`src/rtl/cla16_clu.sv`:
```
// 16-bit two-level carry-lookahead adder: four 4-bit CLA slices plus a lookahead
// carry unit, with sum, carry-out and block propagate/generate registered.
module cla16_clu (
    input  logic        clk,
    input  logic        rst_n,
    input  logic [15:0] A,
    input  logic [15:0] B,
    input  logic        in,
    output logic [15:0] S,
    output logic        Cout,
    output logic        Pout,
    output logic        Gout
);

    logic [3:0]  sp;
    logic [3:0]  sg;
    logic        c4, c8, c12, c16;
    logic [15:0] s_c;
    logic        pout_c, gout_c;

    // Slice block {G, P}; independent of carry-in so the CLU can run in parallel.
    function automatic logic [1:0] slice_pg(input logic [3:0] a, input logic [3:0] b);
        logic [3:0] p, g;
        logic       gp, pp;
        p  = a ^ b;
        g  = a & b;
        pp = &p;
        gp = g[3] | (p[3] & g[2]) | (p[3] & p[2] & g[1]) | (p[3] & p[2] & p[1] & g[0]);
        return {gp, pp};
    endfunction

    // Flat lookahead carries inside a slice; no carry depends on a neighbouring carry.
    function automatic logic [3:0] slice_sum(input logic [3:0] a, input logic [3:0] b,
                                             input logic ci);
        logic [3:0] p, g, c;
        p    = a ^ b;
        g    = a & b;
        c[0] = ci;
        c[1] = g[0] | (p[0] & ci);
        c[2] = g[1] | (p[1] & g[0]) | (p[1] & p[0] & ci);
        c[3] = g[2] | (p[2] & g[1]) | (p[2] & p[1] & g[0]) | (p[2] & p[1] & p[0] & ci);
        return p ^ c;
    endfunction

    always_comb begin
        sp = '0;
        sg = '0;
        for (int k = 0; k < 4; k++) begin
            {sg[k], sp[k]} = slice_pg(A[4*k +: 4], B[4*k +: 4]);
        end

        c4  = sg[0] | (sp[0] & in);
        c8  = sg[1] | (sp[1] & sg[0]) | (sp[1] & sp[0] & in);
        c12 = sg[2] | (sp[2] & sg[1]) | (sp[2] & sp[1] & sg[0]) | (sp[2] & sp[1] & sp[0] & in);
        c16 = sg[3] | (sp[3] & sg[2]) | (sp[3] & sp[2] & sg[1]) | (sp[3] & sp[2] & sp[1] & sg[0])
            | (sp[3] & sp[2] & sp[1] & sp[0] & in);

        pout_c = &sp;
        gout_c = sg[3] | (sp[3] & sg[2]) | (sp[3] & sp[2] & sg[1]) | (sp[3] & sp[2] & sp[1] & sg[0]);

        s_c[3:0]   = slice_sum(A[3:0],   B[3:0],   in);
        s_c[7:4]   = slice_sum(A[7:4],   B[7:4],   c4);
        s_c[11:8]  = slice_sum(A[11:8],  B[11:8],  c8);
        s_c[15:12] = slice_sum(A[15:12], B[15:12], c12);
    end

    // Output register stage
    always_ff @(posedge clk or negedge rst_n) begin
        if (!rst_n) begin
            S    <= '0;
            Cout <= 1'b0;
            Pout <= 1'b0;
            Gout <= 1'b0;
        end else begin
            S    <= s_c;
            Cout <= c16;
            Pout <= pout_c;
            Gout <= gout_c;
        end
    end

endmodule

```
`config.mk`:
```
export PLATFORM = sky130hd
export DESIGN_NAME = cla16_clu
export DESIGN_NICKNAME = d
export VERILOG_FILES = /design/src/rtl/cla16_clu.sv
export SDC_FILE = /design/constraint.sdc
export NUM_CORES = 1
export LEC_CHECK = 0
export CORE_UTILIZATION = 60
export CTS_BUF_LIST = sky130_fd_sc_hd__clkbuf_4 sky130_fd_sc_hd__clkbuf_8 sky130_fd_sc_hd__clkbuf_16
export CTS_CLUSTER_SIZE = 25
export DETAILED_ROUTE_END_ITERATION = 16
export DONT_BUFFER_PORTS = 1
export PLACE_DENSITY = 0.75
export SYNTH_ARGS = -nofsm -noshare
export SYNTH_HDL_FRONTEND = slang
export SYNTH_SLANG_ARGS = --single-unit
```
`constraint.sdc`:
```
create_clock -name clk -period 0.8 [get_ports clk]
set_input_delay 0.16 -clock clk [delete_from_list [all_inputs] [get_ports clk]]
set_output_delay 0.16 -clock clk [all_outputs]
set_load 0.1 [all_outputs]
```
==> metrics.md, run 1 <==
| Metric | Value |
|---|---|
| Result of the run | `aborted with a tool error` |
| Fail Step | `clock tree synthesis` |
| Halt Reason | `[ERROR DPL-0038] Utilization greater than 100%, impossible to legalize` |
| I/O Buffers | `0` |
| Die Ht | `48.28 µm` |
| Number of clock buffers inserted by TritonCTS | `3` |
| Post-Place Cells | `174` |
| Mean post-synth cell area | `10.80 µm²` |
| Hpwl dp | `3196 µm` |
| Number of warnings issued by yosys | `0` |
| Hold Buf Count CTS | `1` |
| DP Worst Slack | `-953.1 ps` |
| Final weighted congestion in routability-driven placement | `0.7918` |
| Post-CTS resize count | `26` |
| Post-synthesis cell count | `119` |
| EDFF count, synth | `0` |
| Post-synthesis sequential element count | `19` |
| Top FF cell, synth | `dfrtp_1` |
| Overall die width | `48.28 µm` |
| Asr flop ratio synth | `1.000` |
| Synth unique cells | `33` |
| Net count after synthesis | `174` |
| Fraction of the yosys area taken by sequential cells | `0.3700` |
| Post-CTS setup buffer count | `10` |
| IO Count | `54` |
| Number of levels in the clock H-tree | `1` |
| Max Buffers Root-to-Sink | `2` |
| Clock root buffer | `clkbuf_4` |
| Initial standard-cell utilization of the core | `0.6484` |
| Clock tree sinks | `19` |
| Synth Cell Area | `1285 µm²` |
| Placement row count | `16` |
==> synthesized netlist by cell type (2+ instances only) <==
master	instances	share of area
dfrtp_1	19	0.37
ha_1	16	0.16
inv_1	10	0.029
a21o_1	9	0.053
a21oi_1	9	0.035
xnor2_1	8	0.055
nor2_1	5	0.015
fa_1	4	0.062
nand4_1	4	0.019
nor2b_1	4	0.019
a211oi_1	3	0.018
nand3_1	3	0.012
o21ai_0	3	0.012
nor4_1	2	0.0097
xor2_1	2	0.014
==> cells by family after synthesis <==
logic type / share of synthesized area
flip-flops: 0.3700
AO/OA/AOI/OAI: 0.2123
adder cells (fa/ha/maj): 0.2181
buffers and inverters: 0.03213
AND/OR/NAND/NOR: 0.09932
XOR/XNOR: 0.06816
==> metrics by stage <==
step           area, µm²  TNS (ps)
2_1_floorplan       1556     -9155
3_3_place_gp        1800    -10890
3_5_place_dp        1800    -12630
==> run 2, diff against run 1 <==
==> config.mk (replaced) <==
export PLATFORM = sky130hd
export DESIGN_NAME = cla16_clu
export DESIGN_NICKNAME = d
export VERILOG_FILES = /design/src/rtl/cla16_clu.sv
export SDC_FILE = /design/constraint.sdc
export NUM_CORES = 1
export LEC_CHECK = 0
export CORE_AREA = 2 2 63 65
export DETAILED_ROUTE_END_ITERATION = 16
export DIE_AREA = 0 0 65 67
export DONT_BUFFER_PORTS = 1
export PLACE_DENSITY_LB_ADDON = 0.15
export SYNTH_ARGS = -nofsm -noshare
export SYNTH_HDL_FRONTEND = slang
export SYNTH_SLANG_ARGS = --single-unit
==> run 2 against run 1 <==
Synthesized cell count unchanged. The flow now finishes, with violations (negative hold slack, negative setup slack). Area after synthesis unchanged.
==> metrics.md, run 2 <==
| Metric | Value |
|---|---|
| Global-route wire length before repair | `4968 µm` |
| Area taken by multi-input logic gates | `1112 µm²` |
| Final Hold Slack | `-156.2 ps` |
| Largest driver fanout on the critical path | `2` |
| Xor-xnor portion of the synthesized cell area | `0.06816` |
| Crit Path Class | `in -> reg` |
| Synth Cell Area | `1285 µm²` |
| Post-synthesis mux area share | `0` |
| Pin count of the biggest net entering global routing | `20` |
| Net total in the final layout | `219` |
| Net count after synthesis | `174` |
| WP data arrival | `1530 ps` |
| Clock tree from TritonCTS | `done` |
| Number of endpoints with negative hold slack in the final report | `19` |
| Routed vias | `1084` |
| Failing checks | `negative hold slack, negative setup slack` |
| Peak supply drop | `0.0008730 V` |
| Clock root buffer | `clkbuf_8` |
| Post-synthesis cell count | `119` |
| Worst path setup slack after routing | `-573.4 ps` |
| Final weighted congestion in routability-driven placement | `0.7881` |
| Number of levels in the clock H-tree | `1` |
| Post-layout utilization of the core | `0.5920` |
| Synthesized-area fraction occupied by and/or/nand/nor cells | `0.09932` |
| Post-synthesis sequential element count | `19` |
| Period utilisation layout | `1.717` |
| Share of synthesized cell area in full adder, half adder and majority cells | `0.2181` |
| Total wire length | `3137 µm` |
| Filler instances | `286` |
| Most repeated library cell on the critical path | `nor2_2` |
| Max-cap violations | `0` |
| Commonest non-fill, non-tap cells in the layout | `buf_4, dfrtp_4, ha_4` |
| Top FF cell, synth | `dfrtp_1` |
| Top cell family by delay on the critical path | `adder cells` |
| Total placed instance area | `1857 µm²` |
| Hpwl dp | `2408 µm` |
| Reg with most FFs | `S` |
| Final setup fails | `36` |
| Core Area | `3606 µm²` |
| Leading post-synthesis cells by cell area | `dfrtp_1, ha_1, fa_1` |
| Largest register FFs | `16` |
| Vias in the first global route | `1164` |
| Worst-Margin Slew | `472.6 ps` |
| Number of antenna cells inserted | `0` |
| Number of remaining DRC errors | `0` |
| Post-detailed-route count of antenna-violating nets | `0` |
| Initial standard-cell utilization of the core | `0.3563` |
| Number of warnings issued by yosys | `0` |
| WP data required | `960 ps` |
| Kind of launch point of the worst setup path | `primary input` |
| Mean post-synth cell area | `10.80 µm²` |
| Fraction of the yosys area taken by sequential cells | `0.3700` |
| Remaining global-route overflow | `0` |
| Min-delay worst type | `in -> async` |
| Number of clock buffers inserted by TritonCTS | `3` |
| Post-Place Cells | `199` |
| Sequential cell area in the final layout | `546.8 µm²` |
| Hold Buf Count CTS | `1` |
| CP cell instances | `ha_4 -> nand4_1 -> nor2_2 -> o2bb2ai_4 -> nor2_2 -> fa_2 -> inv_2` |
| Library cell with the highest instance count after synthesis | `dfrtp_1` |
| IO Count | `54` |
| Total global routing track utilization | `0.1484` |
| Number of search-and-repair iterations in the first detailed-routing pass | `4` |
| Max Buffers Root-to-Sink | `2` |
| Clock tree sinks | `19` |
| Wire length per cell after detailed routing | `14.87 µm` |
| Static leakage | `0.8804 nW` |
| Non-filler cells, final | `211` |
| Number of buffer and inverter stages on the critical path | `1` |
| Power density of the placed cells | `2161 nW/µm²` |
| Die Outline Area | `4355 µm²` |
| EDFF count, synth | `0` |
| Placement row count | `22` |
| Detail-routed via count per cell | `5.137` |
| Layout overhead on the synthesized area | `66.12%` |
| Share of the synthesized area in compound gates (AO/OA/AOI/OAI) | `0.2123` |
| I/O Buffers | `0` |
| Antenna violations before repair | `0` |
| Highest clock frequency the design can meet | `728.1 MHz` |
| Share of cells above drive strength 1 | `0.6503` |
| Synth unique cells | `33` |
| Setup repair after global routing missed its margin | `yes` |
| Die Ht | `67 µm` |
| List of most frequent post-synthesis cells | `dfrtp_1, ha_1, inv_1` |
| Asr flop ratio synth | `1.000` |
| DP Worst Slack | `-894.6 ps` |
| Result of the run | `finished, violations left` |
| Headroom to the max-slew limit | `0.6849` |
| Number of max-slew violations in the final report | `0` |
| Crit-path slowest cell | `fa_2` |
| Overall die width | `65 µm` |
| Detailed Route Iter0 Violations | `33` |
| Post-route standard cell area excluding fillers | `2135 µm²` |
| Synth top area share | `0.3700` |
| Kind of end point of the critical path | `register` |
| Worst path max stage delay | `530 ps` |
| Commonest non-fill, non-tap cell in the layout | `buf_4` |
| Shortest clock period the worst path allows after layout | `1373 ps` |
| Yosys top cell by area | `dfrtp_1` |
| Clock transition at path regs | `80 ps` |
| Largest family of logic cells by synthesized area | `adder cells` |
[run 2: cell counts after synthesis]
Identical to the previous run, type by type.
[run 2: kinds of logic (layout without fill, tap and decap cells)]
| family | count (synthesis) | in the layout |
|---|---|---|
| buffers and inverters | 11 | 55 |
| adder cells (fa/ha/maj) | 20 | 20 |
| AO/OA/AOI/OAI | 36 | 36 |
| XOR/XNOR | 10 | 10 |
| AND/OR/NAND/NOR | 23 | 23 |
| flip-flops | 19 | 19 |
[run 2: through the flow]
step	total power, mW	setup TNS [ps]
floorplan	3.371	-9155
global placement	3.663	-11310
detailed placement	3.698	-11690
CTS	4.525	-18140
global route	4.794	-12440
finish	4.612	-11240
[run 2: repair_timing]
action,CTS,global route
pin swaps,24,14
buffers inserted,6,1
setup endpoints to repair,36,55
gates resized for setup,19,16
endpoints found under the hold margin,19,19
[run 2: routing by layer]
layer | up-vias | share of wire | GRT usage
li1 | 522 | - | -
met1 | 521 | 0.39 | 0.1679
met2 | 37 | 0.55 | 0.2796
met3 | 4 | 0.052 | 0.02872
met4 | 0 | 0.0092 | 0.04521
met5 | - | 0 | 0
[run 2: cell type report]
| class | instances | share of cell area |
|---|---|---|
| sequential | 19 | 0.2562 |
| multi-input combinational | 89 | 0.5211 |
| clock inverter | 1 | 0.002345 |
| clock buffer | 3 | 0.01934 |
| tap | 48 | 0.02814 |
| inverter | 11 | 0.02286 |
| timing repair buffer | 40 | 0.1501 |
[run 2: how the worst max path moves through the flow]
stage,depth (start not counted),from,slack (ps),to
floorplan,7,B[10],-810,S[13]$_DFF_PN0_
global placement,7,B[9],-850,S[13]$_DFF_PN0_
detailed placement,7,B[9],-890,S[13]$_DFF_PN0_
CTS,7,B[11],-550,S[13]$_DFF_PN0_
global route,7,B[10],-610,S[12]$_DFF_PN0_
finish,7,B[10],-570,S[12]$_DFF_PN0_
[run 2: report_power, final]
group	switching [mW]	total (mW)	leakage (nW)	internal, mW
clock	0.333	0.679	0.0255	0.346
sequential	1.47	2.74	0.206	1.26
combinational	0.525	1.20	0.649	0.673
total	2.33	4.61	0.880	2.28
No activity file was read; power rests on OpenSTA's default activity.
==> run 3, diff against run 2 <==
--- a/config.mk
+++ b/config.mk
@@ -5,11 +5,14 @@
 export SDC_FILE = /design/constraint.sdc
 export NUM_CORES = 1
 export LEC_CHECK = 0
+export CELL_PAD_IN_SITES_DETAIL_PLACEMENT = 1
+export CELL_PAD_IN_SITES_GLOBAL_PLACEMENT = 2
 export CORE_AREA = 2 2 63 65
 export DETAILED_ROUTE_END_ITERATION = 16
 export DIE_AREA = 0 0 65 67
 export DONT_BUFFER_PORTS = 1
 export PLACE_DENSITY_LB_ADDON = 0.15
+export REMOVE_ABC_BUFFERS = 1
 export SYNTH_ARGS = -nofsm -noshare
 export SYNTH_HDL_FRONTEND = slang
 export SYNTH_SLANG_ARGS = --single-unit
==> run 3 against run 2 <==
The flow finishes with violations (negative setup slack). Combinational power grew to 3.0 times the previous value. First-iteration DRC count rose by 110%. Total power rose by 23%. Sequential share of layout area is 6.5 points lower. Non-clock buffer count is 24 higher. Wire length grew 85%. Critical path type unchanged. Maximum frequency down 3.8%. Global-route usage up 9.5 points.
==> metrics.md, run 3 (synthesis results as in run 2) <==
| Metric | Value |
|---|---|
| Max-cap violations | `0` |
| Headroom to the max-slew limit | `0.3385` |
| Post-layout utilization of the core | `0.6915` |
| Number of max-slew violations in the final report | `0` |
| Static leakage | `1.103 nW` |
| Number of search-and-repair iterations in the first detailed-routing pass | `5` |
| Fin Setup TNS | `-11880 ps` |
| WP data required | `970 ps` |
| Net Sw Frac | `0.4812` |
| Pin count of the biggest net entering global routing | `20` |
| Number of endpoints with negative hold slack in the final report | `0` |
| Worst path max stage delay | `540 ps` |
| Failing checks | `negative setup slack` |
| Clock root buffer | `clkbuf_8` |
| Power density of the placed cells | `2267 nW/µm²` |
| Final weighted congestion in routability-driven placement | `0.7759` |
| IO Count | `54` |
| Die Outline Area | `4355 µm²` |
| Min-delay worst type | `in -> async` |
| Fraction of power consumed by sequential logic | `0.233` |
| Post-detailed-route count of antenna-violating nets | `0` |
| Number of antenna cells inserted | `0` |
| Logic gate share of total power | `0.633` |
| Hpwl dp | `3001 µm` |
| Net total in the final layout | `243` |
| NetSw | `2.720 mW` |
| Filler instances | `344` |
| Clock network power share | `0.134` |
| Antenna violations before repair | `0` |
| Shortest clock period the worst path allows after layout | `1428 ps` |
| Vias in the first global route | `1587` |
| Kind of end point of the critical path | `register` |
| Internal power consumption | `2.933 mW` |
| Die Ht | `67 µm` |
| WP data arrival | `1600 ps` |
| Number of levels in the clock H-tree | `1` |
| Clock tree from TritonCTS | `done` |
| Crit Path Class | `in -> reg` |
| Result of the run | `finished, violations left` |
| Highest clock frequency the design can meet | `700.1 MHz` |
| Clock tree sinks | `19` |
| Crit-path slowest cell | `fa_2` |
| Clock transition at path regs | `90 ps` |
| Setup repair after global routing missed its margin | `yes` |
| CP cell instances | `ha_4 -> nand3_4 -> o211ai_4 -> o2bb2ai_4 -> nor2_2 -> fa_2 -> inv_2` |
| Total global routing track utilization | `0.2437` |
| Detailed Route Iter0 Violations | `69` |
| DP Worst Slack | `-1015 ps` |
| Largest driver fanout on the critical path | `3` |
| Final setup fails | `36` |
| Max Buffers Root-to-Sink | `2` |
| Worst path setup slack after routing | `-628.4 ps` |
| Period utilisation layout | `1.785` |
| Commonest non-fill, non-tap cells in the layout | `buf_4, dfrtp_1, buf_12` |
| Overall die width | `65 µm` |
| Kind of launch point of the worst setup path | `primary input` |
| Initial standard-cell utilization of the core | `0.3563` |
| Core Area | `3606 µm²` |
| Worst-Margin Slew | `990.6 ps` |
| Routed vias | `1294` |
| Reg with most FFs | `S` |
| Layout overhead on the synthesized area | `94.06%` |
| Remaining global-route overflow | `0` |
| Final Hold Slack | `32.21 ps` |
| Total wire length | `5812 µm` |
| Share of cells above drive strength 1 | `0.5989` |
| Largest register FFs | `16` |
| Wire length per cell after detailed routing | `24.73 µm` |
| Detail-routed via count per cell | `5.506` |
| Number of remaining DRC errors | `0` |
| Commonest non-fill, non-tap cell in the layout | `buf_4` |
| Global-route wire length before repair | `7762 µm` |
| Post-route standard cell area excluding fillers | `2494 µm²` |
| I/O Buffers | `0` |
| Number of clock buffers inserted by TritonCTS | `3` |
| Total placed instance area | `1973 µm²` |
| Peak supply drop | `0.001543 V` |
| Placement row count | `22` |
run 3: changes by cell type in the layout (fill, tap and decap cells not counted), sizes merged:
cell,previous run,this run
dlymetal6s2s,0,1
buf,39,63
clkinv,1,0
run 3: path summary, 6_finish.rpt:
kind                       start               to  slack, ps  cells past startpoint
worst max-delay path        B[2]  S[12]$_DFF_PN0_       -630                      7
worst min-delay path       rst_n   S[2]$_DFF_PN0_         30                      1
min in group clk            B[8]   S[8]$_DFF_PN0_         90                      1
max in group asynchronous  rst_n   S[9]$_DFF_PN0_        160                      1
run 3: worst max-delay path, delay by kind of cell:
| family | cells | cell delay, ps |
|---|---|---|
| and+or+nand+nor | 2 | 150 |
| buffers and inverters | 1 | 40 |
| adders and majority gates | 2 | 840 |
| AOI/OAI and AO/OA | 2 | 420 |
run 3: what timing repair did:
action                                  in CTS  in global routing
gates resized for setup                     50                 16
endpoints found under the hold margin       19                  0
pin swaps                                   39                 13
endpoints found under the setup margin      36                 55
hold buffers                                 1                  0
setup buffers                               10                  4
run 3: routing by layer:
metal | GRT usage | wire length, µm | up-vias
met5 | 0 | 0 | -
met4 | 0.1250 | 276 | 0
met3 | 0.05912 | 313 | 22
met2 | 0.4536 | 3157 | 64
met1 | 0.2526 | 2065 | 641
li1 | - | - | 567
run 3: stage by stage:
stage               total power [mW]  std cells
detailed placement             4.377        219
floorplan                      3.118        119
finish                         5.652        235
global placement               4.309        219
global route                   5.823        235
CTS                            5.434        233
run 3: power by group through the flow:
stage               combinational (mW)  sequential, mW  clock, mW
floorplan                        0.535            2.58          0
global placement                  2.99            1.32          0
detailed placement                3.05            1.33          0
CTS                               3.38            1.32      0.738
global route                      3.69            1.33      0.801
finish                            3.57            1.32      0.760
run 3: final cells by class:
type | count | area [µm²] | area share
clock buffer | 4 | 45.04 | 0.01806
inverter | 11 | 41.29 | 0.01656
multi-input combinational | 89 | 1115 | 0.4471
sequential | 19 | 475.5 | 0.1907
tap | 48 | 60.06 | 0.02408
timing repair buffer | 64 | 757.0 | 0.3036
